File: src/rtl/pkt_gen_burst.sv
// pkt_gen_burst: burst packet source for a switch input port.
// Each packet is a header beat then `length` payload beats, with wr_rdy backpressure.
// Ports: start/dest/prio/length/burst/gap/mode/pattern configure a burst (sampled in IDLE);
//   busy/done report progress; wr_sop/wr_eop/wr_vld/wr_data with wr_rdy form the beat stream.
// The packet priority port is named prio because `priority` is a reserved word.
// Build option PKT_GEN_CHECKSUM_EN appends an XOR trailer beat to packets with payload.
module pkt_gen_burst #(
  parameter int DATA_WIDTH     = 32,
  parameter int WIDTH_SEL      = 4,
  parameter int WIDTH_PRIORITY = 3,
  parameter int WIDTH_LENGTH   = 10,
  parameter int WIDTH_BURST    = 8,
  parameter int WIDTH_GAP      = 4,
  parameter logic [DATA_WIDTH-1:0] LFSR_SEED = 32'h0000_0001,
  parameter logic [DATA_WIDTH-1:0] LFSR_POLY = 32'h8020_0003
) (
  input  logic                      clk,
  input  logic                      rst,
  input  logic                      start,
  input  logic [WIDTH_SEL-1:0]      dest,
  input  logic [WIDTH_PRIORITY-1:0] prio,
  input  logic [WIDTH_LENGTH-1:0]   length,
  input  logic [WIDTH_BURST-1:0]    burst,
  input  logic [WIDTH_GAP-1:0]      gap,
  input  logic [1:0]                mode,
  input  logic [DATA_WIDTH-1:0]     pattern,
  output logic                      busy,
  output logic                      done,
  output logic                      wr_sop,
  output logic                      wr_eop,
  output logic                      wr_vld,
  input  logic                      wr_rdy,
  output logic [DATA_WIDTH-1:0]     wr_data
);

`ifdef PKT_GEN_CHECKSUM_EN
  localparam bit CSUM_EN = 1'b1;
`else
  localparam bit CSUM_EN = 1'b0;
`endif

  localparam logic [WIDTH_LENGTH-1:0] L_ONE = 1;
  localparam logic [WIDTH_BURST-1:0]  B_ONE = 1;
  localparam logic [WIDTH_GAP-1:0]    G_ONE = 1;

  typedef enum logic [2:0] {
    S_IDLE, S_HEAD, S_PAY, S_TRL, S_GAP, S_DONE
  } state_t;

  state_t                    state_q, state_d;
  logic [WIDTH_SEL-1:0]      dest_q, dest_d;
  logic [WIDTH_PRIORITY-1:0] prio_q, prio_d;
  logic [WIDTH_LENGTH-1:0]   len_q, len_d;
  logic [WIDTH_LENGTH-1:0]   beat_q, beat_d;
  logic [WIDTH_BURST-1:0]    pkt_q, pkt_d;
  logic [WIDTH_GAP-1:0]      gap_q, gap_d;
  logic [WIDTH_GAP-1:0]      gcnt_q, gcnt_d;
  logic [1:0]                mode_q, mode_d;
  logic [DATA_WIDTH-1:0]     pat_q, pat_d;
  logic [DATA_WIDTH-1:0]     lfsr_q, lfsr_d;
  logic [DATA_WIDTH-1:0]     csum_q, csum_d;
  logic [DATA_WIDTH-1:0]     data_q, data_d;
  logic busy_q, busy_d, done_q, done_d;
  logic vld_q, vld_d, sop_q, sop_d, eop_q, eop_d;
  logic xfer, end_pkt, load_head;

  function automatic logic [DATA_WIDTH-1:0] lfsr_step(
    input logic [DATA_WIDTH-1:0] s
  );
    return (s >> 1) ^ (s[0] ? LFSR_POLY : '0);
  endfunction

  function automatic logic [DATA_WIDTH-1:0] pay_word(
    input logic [1:0]              m,
    input logic [WIDTH_LENGTH-1:0] k,
    input logic [DATA_WIDTH-1:0]   s,
    input logic [DATA_WIDTH-1:0]   p
  );
    logic [DATA_WIDTH-1:0] w;
    unique case (m)
      2'd1:    w = s;
      2'd2:    w = p;
      default: w = DATA_WIDTH'(k);
    endcase
    return w;
  endfunction

  always_comb begin
    state_d   = state_q;
    dest_d    = dest_q;
    prio_d    = prio_q;
    len_d     = len_q;
    beat_d    = beat_q;
    pkt_d     = pkt_q;
    gap_d     = gap_q;
    gcnt_d    = gcnt_q;
    mode_d    = mode_q;
    pat_d     = pat_q;
    lfsr_d    = lfsr_q;
    csum_d    = csum_q;
    data_d    = data_q;
    busy_d    = busy_q;
    done_d    = 1'b0;
    vld_d     = vld_q;
    sop_d     = sop_q;
    eop_d     = eop_q;
    end_pkt   = 1'b0;
    load_head = 1'b0;
    xfer      = vld_q && wr_rdy;

    unique case (state_q)
      S_IDLE: begin
        if (start) begin
          dest_d    = dest;
          prio_d    = prio;
          len_d     = length;
          pkt_d     = (burst == '0) ? B_ONE : burst;
          gap_d     = gap;
          mode_d    = mode;
          pat_d     = pattern;
          lfsr_d    = LFSR_SEED;
          busy_d    = 1'b1;
          load_head = 1'b1;
        end
      end
      S_HEAD: begin
        if (xfer) begin
          if (len_q != '0) begin
            state_d = S_PAY;
            beat_d  = '0;
            sop_d   = 1'b0;
            eop_d   = !CSUM_EN && (len_q == L_ONE);
            data_d  = pay_word(mode_q, '0, lfsr_q, pat_q);
          end else begin
            end_pkt = 1'b1;
          end
        end
      end
      S_PAY: begin
        if (xfer) begin
          lfsr_d = lfsr_step(lfsr_q);
          csum_d = csum_q ^ data_q;
          if (beat_q == len_q - L_ONE) begin
            if (CSUM_EN) begin
              state_d = S_TRL;
              eop_d   = 1'b1;
              data_d  = csum_q ^ data_q;
            end else begin
              end_pkt = 1'b1;
            end
          end else begin
            beat_d = beat_q + L_ONE;
            eop_d  = !CSUM_EN && (beat_q + L_ONE == len_q - L_ONE);
            data_d = pay_word(mode_q, beat_q + L_ONE, lfsr_d, pat_q);
          end
        end
      end
      S_TRL: begin
        if (xfer) end_pkt = 1'b1;
      end
      S_GAP: begin
        if (gcnt_q == G_ONE) load_head = 1'b1;
        else gcnt_d = gcnt_q - G_ONE;
      end
      S_DONE: begin
        state_d = S_IDLE;
      end
      default: state_d = S_IDLE;
    endcase

    if (end_pkt) begin
      vld_d  = 1'b0;
      sop_d  = 1'b0;
      eop_d  = 1'b0;
      data_d = '0;
      if (pkt_q == B_ONE) begin
        state_d = S_DONE;
        done_d  = 1'b1;
        busy_d  = 1'b0;
      end else begin
        pkt_d = pkt_q - B_ONE;
        if (gap_q != '0) begin
          state_d = S_GAP;
          gcnt_d  = gap_q;
        end else begin
          load_head = 1'b1;
        end
      end
    end

    if (load_head) begin
      state_d = S_HEAD;
      vld_d   = 1'b1;
      sop_d   = 1'b1;
      eop_d   = (len_d == '0);
      data_d  = DATA_WIDTH'({dest_d, prio_d, len_d});
      csum_d  = '0;
    end
  end

  always_ff @(posedge clk) begin
    if (rst) begin
      state_q <= S_IDLE;
      dest_q  <= '0;
      prio_q  <= '0;
      len_q   <= '0;
      beat_q  <= '0;
      pkt_q   <= '0;
      gap_q   <= '0;
      gcnt_q  <= '0;
      mode_q  <= '0;
      pat_q   <= '0;
      lfsr_q  <= LFSR_SEED;
      csum_q  <= '0;
      data_q  <= '0;
      busy_q  <= 1'b0;
      done_q  <= 1'b0;
      vld_q   <= 1'b0;
      sop_q   <= 1'b0;
      eop_q   <= 1'b0;
    end else begin
      state_q <= state_d;
      dest_q  <= dest_d;
      prio_q  <= prio_d;
      len_q   <= len_d;
      beat_q  <= beat_d;
      pkt_q   <= pkt_d;
      gap_q   <= gap_d;
      gcnt_q  <= gcnt_d;
      mode_q  <= mode_d;
      pat_q   <= pat_d;
      lfsr_q  <= lfsr_d;
      csum_q  <= csum_d;
      data_q  <= data_d;
      busy_q  <= busy_d;
      done_q  <= done_d;
      vld_q   <= vld_d;
      sop_q   <= sop_d;
      eop_q   <= eop_d;
    end
  end

  assign busy    = busy_q;
  assign done    = done_q;
  assign wr_vld  = vld_q;
  assign wr_sop  = sop_q;
  assign wr_eop  = eop_q;
  assign wr_data = data_q;

endmodule

File: config.mk
export PLATFORM = sky130hd
export DESIGN_NAME = pkt_gen_burst
export DESIGN_NICKNAME = d
export VERILOG_FILES = /design/src/rtl/pkt_gen_burst.sv
export SDC_FILE = /design/constraint.sdc
export NUM_CORES = 1
export LEC_CHECK = 0
export CAP_MARGIN = 20
export CORE_UTILIZATION = 50
export DETAILED_ROUTE_END_ITERATION = 10
export HOLD_SLACK_MARGIN = 0.05
export PLACE_DENSITY = 0.77
export SYNTH_ARGS = -nofsm -noshare
export SYNTH_HDL_FRONTEND = slang
export SYNTH_SLANG_ARGS = --single-unit
File: constraint.sdc
create_clock -name clk -period 2.65 [get_ports clk]
set_input_delay 0.53 -clock clk [delete_from_list [all_inputs] [get_ports clk]]
set_output_delay 0.53 -clock clk [all_outputs]
set_load 0.03 [all_outputs]
Word-level counts from Yosys, hierarchy flattened
Index checks and enable logic that the tools add are counted.

word-level totals
  flip-flop bits (word level) = 149
  latch bits = 0
  RAM bits = 0
  bits in read-only memories = 0
  output and inout bits = 37
  memories kept = 0

operators by class
  add/sub/neg operators = 4
  multipliers = 0
  div/mod/pow operators = 0
  $lt $le $gt $ge = 0
  eq/ne operators = 20
  shift-type cells = 0
  muxes and demuxes = 72
  bitwise operators = 2
  reduce and logical (&&, ||, !) cells = 22

operator list
  cell                   count
  $pmux 32 s2            4
  $mux 32                7
  $mux 10                6
  $mux 8                 5
  $mux 17                2
  $xor 31x32->32         1
  $mux 1                 29
  $mux 4                 7
  $mux 3                 7
  $eq 10x10->1           2
  $pmux 10 s2            1
  $ne 4x4->1 const B     4
  $add 10x1->10 const B  1
  $eq 10x1->1 const B    1
  $logic_not 10->1       1
  $ne 2x2->1 const B     5
  $reduce_and 5->1       2
  $reduce_bool 10->1     1
  $sub 10x1->10 const B  1
  $reduce_bool 3->1      3
  $eq 8x1->1 const B     1
  $logic_not 8->1        1
  $reduce_bool 4->1      2
  $sub 8x1->8 const B    1
  19 further kinds       25

Logic depth before layout (Yosys ltp)
  depth after elaboration = 8
  mapped depth = 12
  depth with buffers taken out = 10

Worst setup path after synthesis
No wires, ideal clock.

  path kind = reg2reg
  from = register len_q[0]
  to = register eop_q, in the netlist wr_eop
  setup time = 88 ps
  arrival time = 2,774 ps
  setup slack = -212 ps
  stages on the path, launching flop included = 13
  buffers on the path = 2
  clock period less this slack = 2,862 ps
  path through = dfxtp_1 inv_1 ha_1 or3b_4 or3_1 a211oi_2 nand4_2 o21a_1 buf_6 o31ai_4 buf_6 nand2_2 a311oi_2

on the way
  cells in the longest elaborated chain, start to end = 8

ends and longest elaborated chain
  element                                                           line      source
  start, declared                                                   53        logic [WIDTH_LENGTH-1:0] len_q, len_d;
  start signal, assigned                                            225       len_q <= len_d;
  $sub 10x1->10                                                     143, 153
  $eq 10x10->1                                                      143       if (beat_q == len_q - L_ONE) begin
  $mux 1                                                            143
  $mux 1                                                            140       if (xfer) begin
  $pmux 1 s3                                                        111       unique case (state_q)
  $mux 1                                                            171       if (end_pkt) begin
  $ne 4x4->1 (no source line) or $reduce_bool 4->1 (tied branches)  n/a
  $reduce_and 5->1 (no source line)                                 n/a
  end signal, assigned                                              239       eop_q <= eop_d;
  end, declared                                                     64        logic vld_q, vld_d, sop_q, sop_d, eop_q, eop_d;

Parallel ways exist; a longest one is shown, timed or not. The select of a mux whose other input is x is not followed.
A chain may end at the register's enable or synchronous reset.

Worst setup path after layout
  from = register len_q[1]
  to = register data_q[10], in the netlist wr_data[10]

on the way
  cells in the longest elaborated chain, start to end = 8

ends and longest elaborated chain
  element                                                           line  source
  $sub 10x1->10                                                     143
  $eq 10x10->1                                                      143
  $mux 1                                                            143
  $mux 1                                                            140
  $pmux 1 s3                                                        111
  $mux 1                                                            171
  $ne 4x4->1 (no source line) or $reduce_bool 4->1 (tied branches)  n/a
  $reduce_and 5->1 (no source line)                                 n/a
  end signal, assigned                                              234   data_q <= data_d;
  end, declared                                                     62    logic [DATA_WIDTH-1:0] data_q, data_d;

Parallel ways exist; a longest one is shown, timed or not.

==> flow_summary.json <==
{
  "synth_edf_count": 0,
  "synth-simple-area-share": 0.279,
  "dr_total_vias": 7552,
  "min_period_ps": 2790,
  "rsz0062_at_grt": "yes",
  "ant_nets": 0,
  "synth-xor-area-share": 0.0492,
  "fin_skew_ps": 5.95,
  "muxShareOfSynthArea": 0.0255,
  "yosys.area.top_type": "dfxtp_1",
  "tritoncts": "yes",
  "yosys.area_share.adder": 0.0167,
  "rr_worst_depth": 12,
  "hold_viol": 0,
  "cts_hold_buf": 0,
  "drive_above_1_share": 0.142,
  "synth_seq_cells": 149,
  "failed_checks": "negative setup slack",
  "use_met2": 0.443,
  "async_flop_share": 0,
  "ys_seq_area_frac": 0.398,
  "syn_area_um2": 7500,
  "layout_setup_ws_ps": -143,
  "die_w_um": 124,
  "design_area_um2": 9940,
  "avgRoutedWirePerCell_um": 16.6,
  "gp_congestion": 0.905,
  "clkSinkCount": 149,
  "clock_latency_ps": 430,
  "coreArea_um2": 14600,
  "crit_path_start_kind": "flip-flop",
  "initial_core_util": 0.514,
  "grt_max_degree": 80,
  "hp-class": "reg -> reg",
  "grt_pass1_wl_um": 34300,
  "numCtsBuffers": 17,
  "grt_use_total": 0.271,
  "status": "finished, violations left",
  "synth_top_family_by_area": "simple AND/OR/NAND/NOR gates",
  "dieArea_um2": 15500,
  "fin_nets": 1189,
  "reg2reg_from": "len_q[1]$_SDFF_PP0_",
  "fin_setup_tns_ps": -3320,
  "io_buffer_count": 103,
  "grt_overflow": 0,
  "htreeDepth": 4,
  "drtIter0Drc": 618,
  "peakVddDrop_mv": 0.465,
  "worst_pin_slew_ps": 847,
  "cp.required_ps": 2990,
  "hp-start": "pat_q[20]$_SDFFE_PP0P_",
  "fillers": 1149,
  "reg2reg_slack_ps": -140,
  "crit_type": "reg -> reg",
  "ys_warn_count": 0,
  "synth_compound_area_frac": 0.182,
  "syn-instance-count": 1002,
  "cts-root-buf": "clkbuf_16",
  "ys_types": 58,
  "regToRegEndpoint": "wr_data[10]$_SDFFE_PP0P_",
  "synth_nets": 1079,
  "use_met3": 0.0580,
  "grt-busiest-layer": "met2",
  "power_leakage_uw": 0.00374,
  "cp-end-kind": "flip-flop",
  "setup_viol": 50,
  "postRouteWirelength_um": 21700,
  "syn_to_final_growth_pct": 32.5,
  "rows": 44,
  "synth_area_per_cell_um2": 7.49,
  "grt_pass1_vias": 6997,
  "antenna_found_initial": 0,
  "maxCapViolations": 0,
  "power_uw": 5730,
  "io_pins": 104,
  "met1_usage": 0.357,
  "maxSlewHeadroom": 0.431,
  "yosys-top-cells-area": "dfxtp_1, nand2_1, a21oi_1, nor2_1, clkbuf_1",
  "drt-vias-per-instance": 5.77,
  "powerDensity_nw_per_um2": 577,
  "drc": 0,
  "antennaDiodeCount": 0,
  "synthFlopType": "dfxtp_1",
  "hpwl_um": 14000,
  "crit_arrival_ps": 3130,
  "synth.most_common_cell": "nand2_1",
  "synth.top_cell.area_share": 0.398,
  "drv_slew": 0,
  "yosys-top-cells-count": "nand2_1, dfxtp_1, a21oi_1, nor2_1, clkbuf_1",
  "fmax_ghz": 0.358,
  "crit_start": "len_q[1]$_SDFF_PP0_",
  "clk_pin_slew_ps": 60,
  "path_max_fanout": 8,
  "cp-endpoint": "wr_data[10]$_SDFFE_PP0P_",
  "post-route-period-util": 1.05,
  "first_pass_iters": 5,
  "dpl_cell_area_um2": 8980,
  "clockBufferDepth": 2,
  "die-height_um": 124
}
==> critical path, cell delays in order (launching register included) <==
cell and delay (ps):
dfxtp_2 330, inv_2 70, ha_4 130, or3b_4 380, or3_4 380, a211oi_2 200, nand4_2 190, o21a_4 270
o31ai_4 170, buf_6 160, buf_12 140, a221oi_1 90, nor3_1 200
==> sequential cells by signal, indices dropped and copies added, names as in the netlist, 8 cells and up <==
register,flops
lfsr_q,32
wr_data,32
pkt_q,8
beat_q,10
pat_q,32
len_q,10
==> stage by stage <==
step / setup WS, ps / hold slack [ps] / utilization / instances
after global placement: -67.5 / 445 / 0.616 / 1269
after detailed placement: -133 / 451 / 0.616 / 1269
after global routing: -217 / 483 / 0.681 / 1309
after floorplan: -77.0 / 436 / - / 1002
final: -143 / 456 / 0.681 / 1309
after CTS: -134 / 460 / 0.659 / 1302
==> area by class of cell <==
cell class	instances	area (µm²)	area share
flip-flops and latches	149	2990	0.300
clock inverters	13	97.6	0.00982
multi-input cells	764	4420	0.445
clock buffers	19	443	0.0446
well taps	184	230	0.0232
inverters	12	45.0	0.00453
repair buffers	168	1720	0.173
==> layer usage <==
metal	vias up	wire (µm)
li1	3664	-
met1	3581	9680
met2	281	10400
met3	26	1360
met4	0	313
met5	-	0
==> repair_timing <==
item	in CTS	in global routing
cloned	1	3
buffers inserted	1	5
pin swaps	19	27
endpoints found under the hold margin	0	0
setup endpoints to repair	49	60
gates resized for setup	22	47
==> cell usage in the layout (no fill, tap or decap), types with 11 or more instances in the layout <==
master	count
a22oi_1	24
xnor2_1	26
dfxtp_1	147
nand2_1	264
mux2i_1	18
clkbuf_16	19
nand3_1	46
a221oi_2	14
clkdlybuf4s50_1	102
nor3_1	33
buf_4	45
nor2_1	81
xor2_1	11
a22o_1	12
o21ai_0	11
a21oi_1	96
==> power breakdown <==
group | internal, µW | switching [µW] | leakage [µW]
clock | 1230 | 999 | 0.000257
combinational | 479 | 607 | 0.00227
sequential | 2340 | 76.7 | 0.00122
total | 4050 | 1680 | 0.00374
==> worst min-delay path by stage <==
stage,depth (start not counted),endpoint,slack [ps]
6_report,2,pat_q[20]$_SDFFE_PP0P_,460
5_1_grt,2,pat_q[18]$_SDFFE_PP0P_,480
4_1_cts,2,pat_q[1]$_SDFFE_PP0P_,460
3_5_place_dp,2,pat_q[1]$_SDFFE_PP0P_,450
3_3_place_gp,2,pat_q[10]$_SDFFE_PP0P_,440
2_1_floorplan,2,pat_q[6]$_SDFFE_PP0P_,440
==> kinds of logic (layout without fill, tap and decap cells) <==
group / Yosys count / in the layout
mux: 19 / 19
simple gates: 483 / 483
xor+xnor: 39 / 39
fa+ha+maj: 10 / 10
buf+inv: 89 / 212
flops: 149 / 149
compound gates: 213 / 213
No activity file was read; power rests on OpenSTA's default activity.
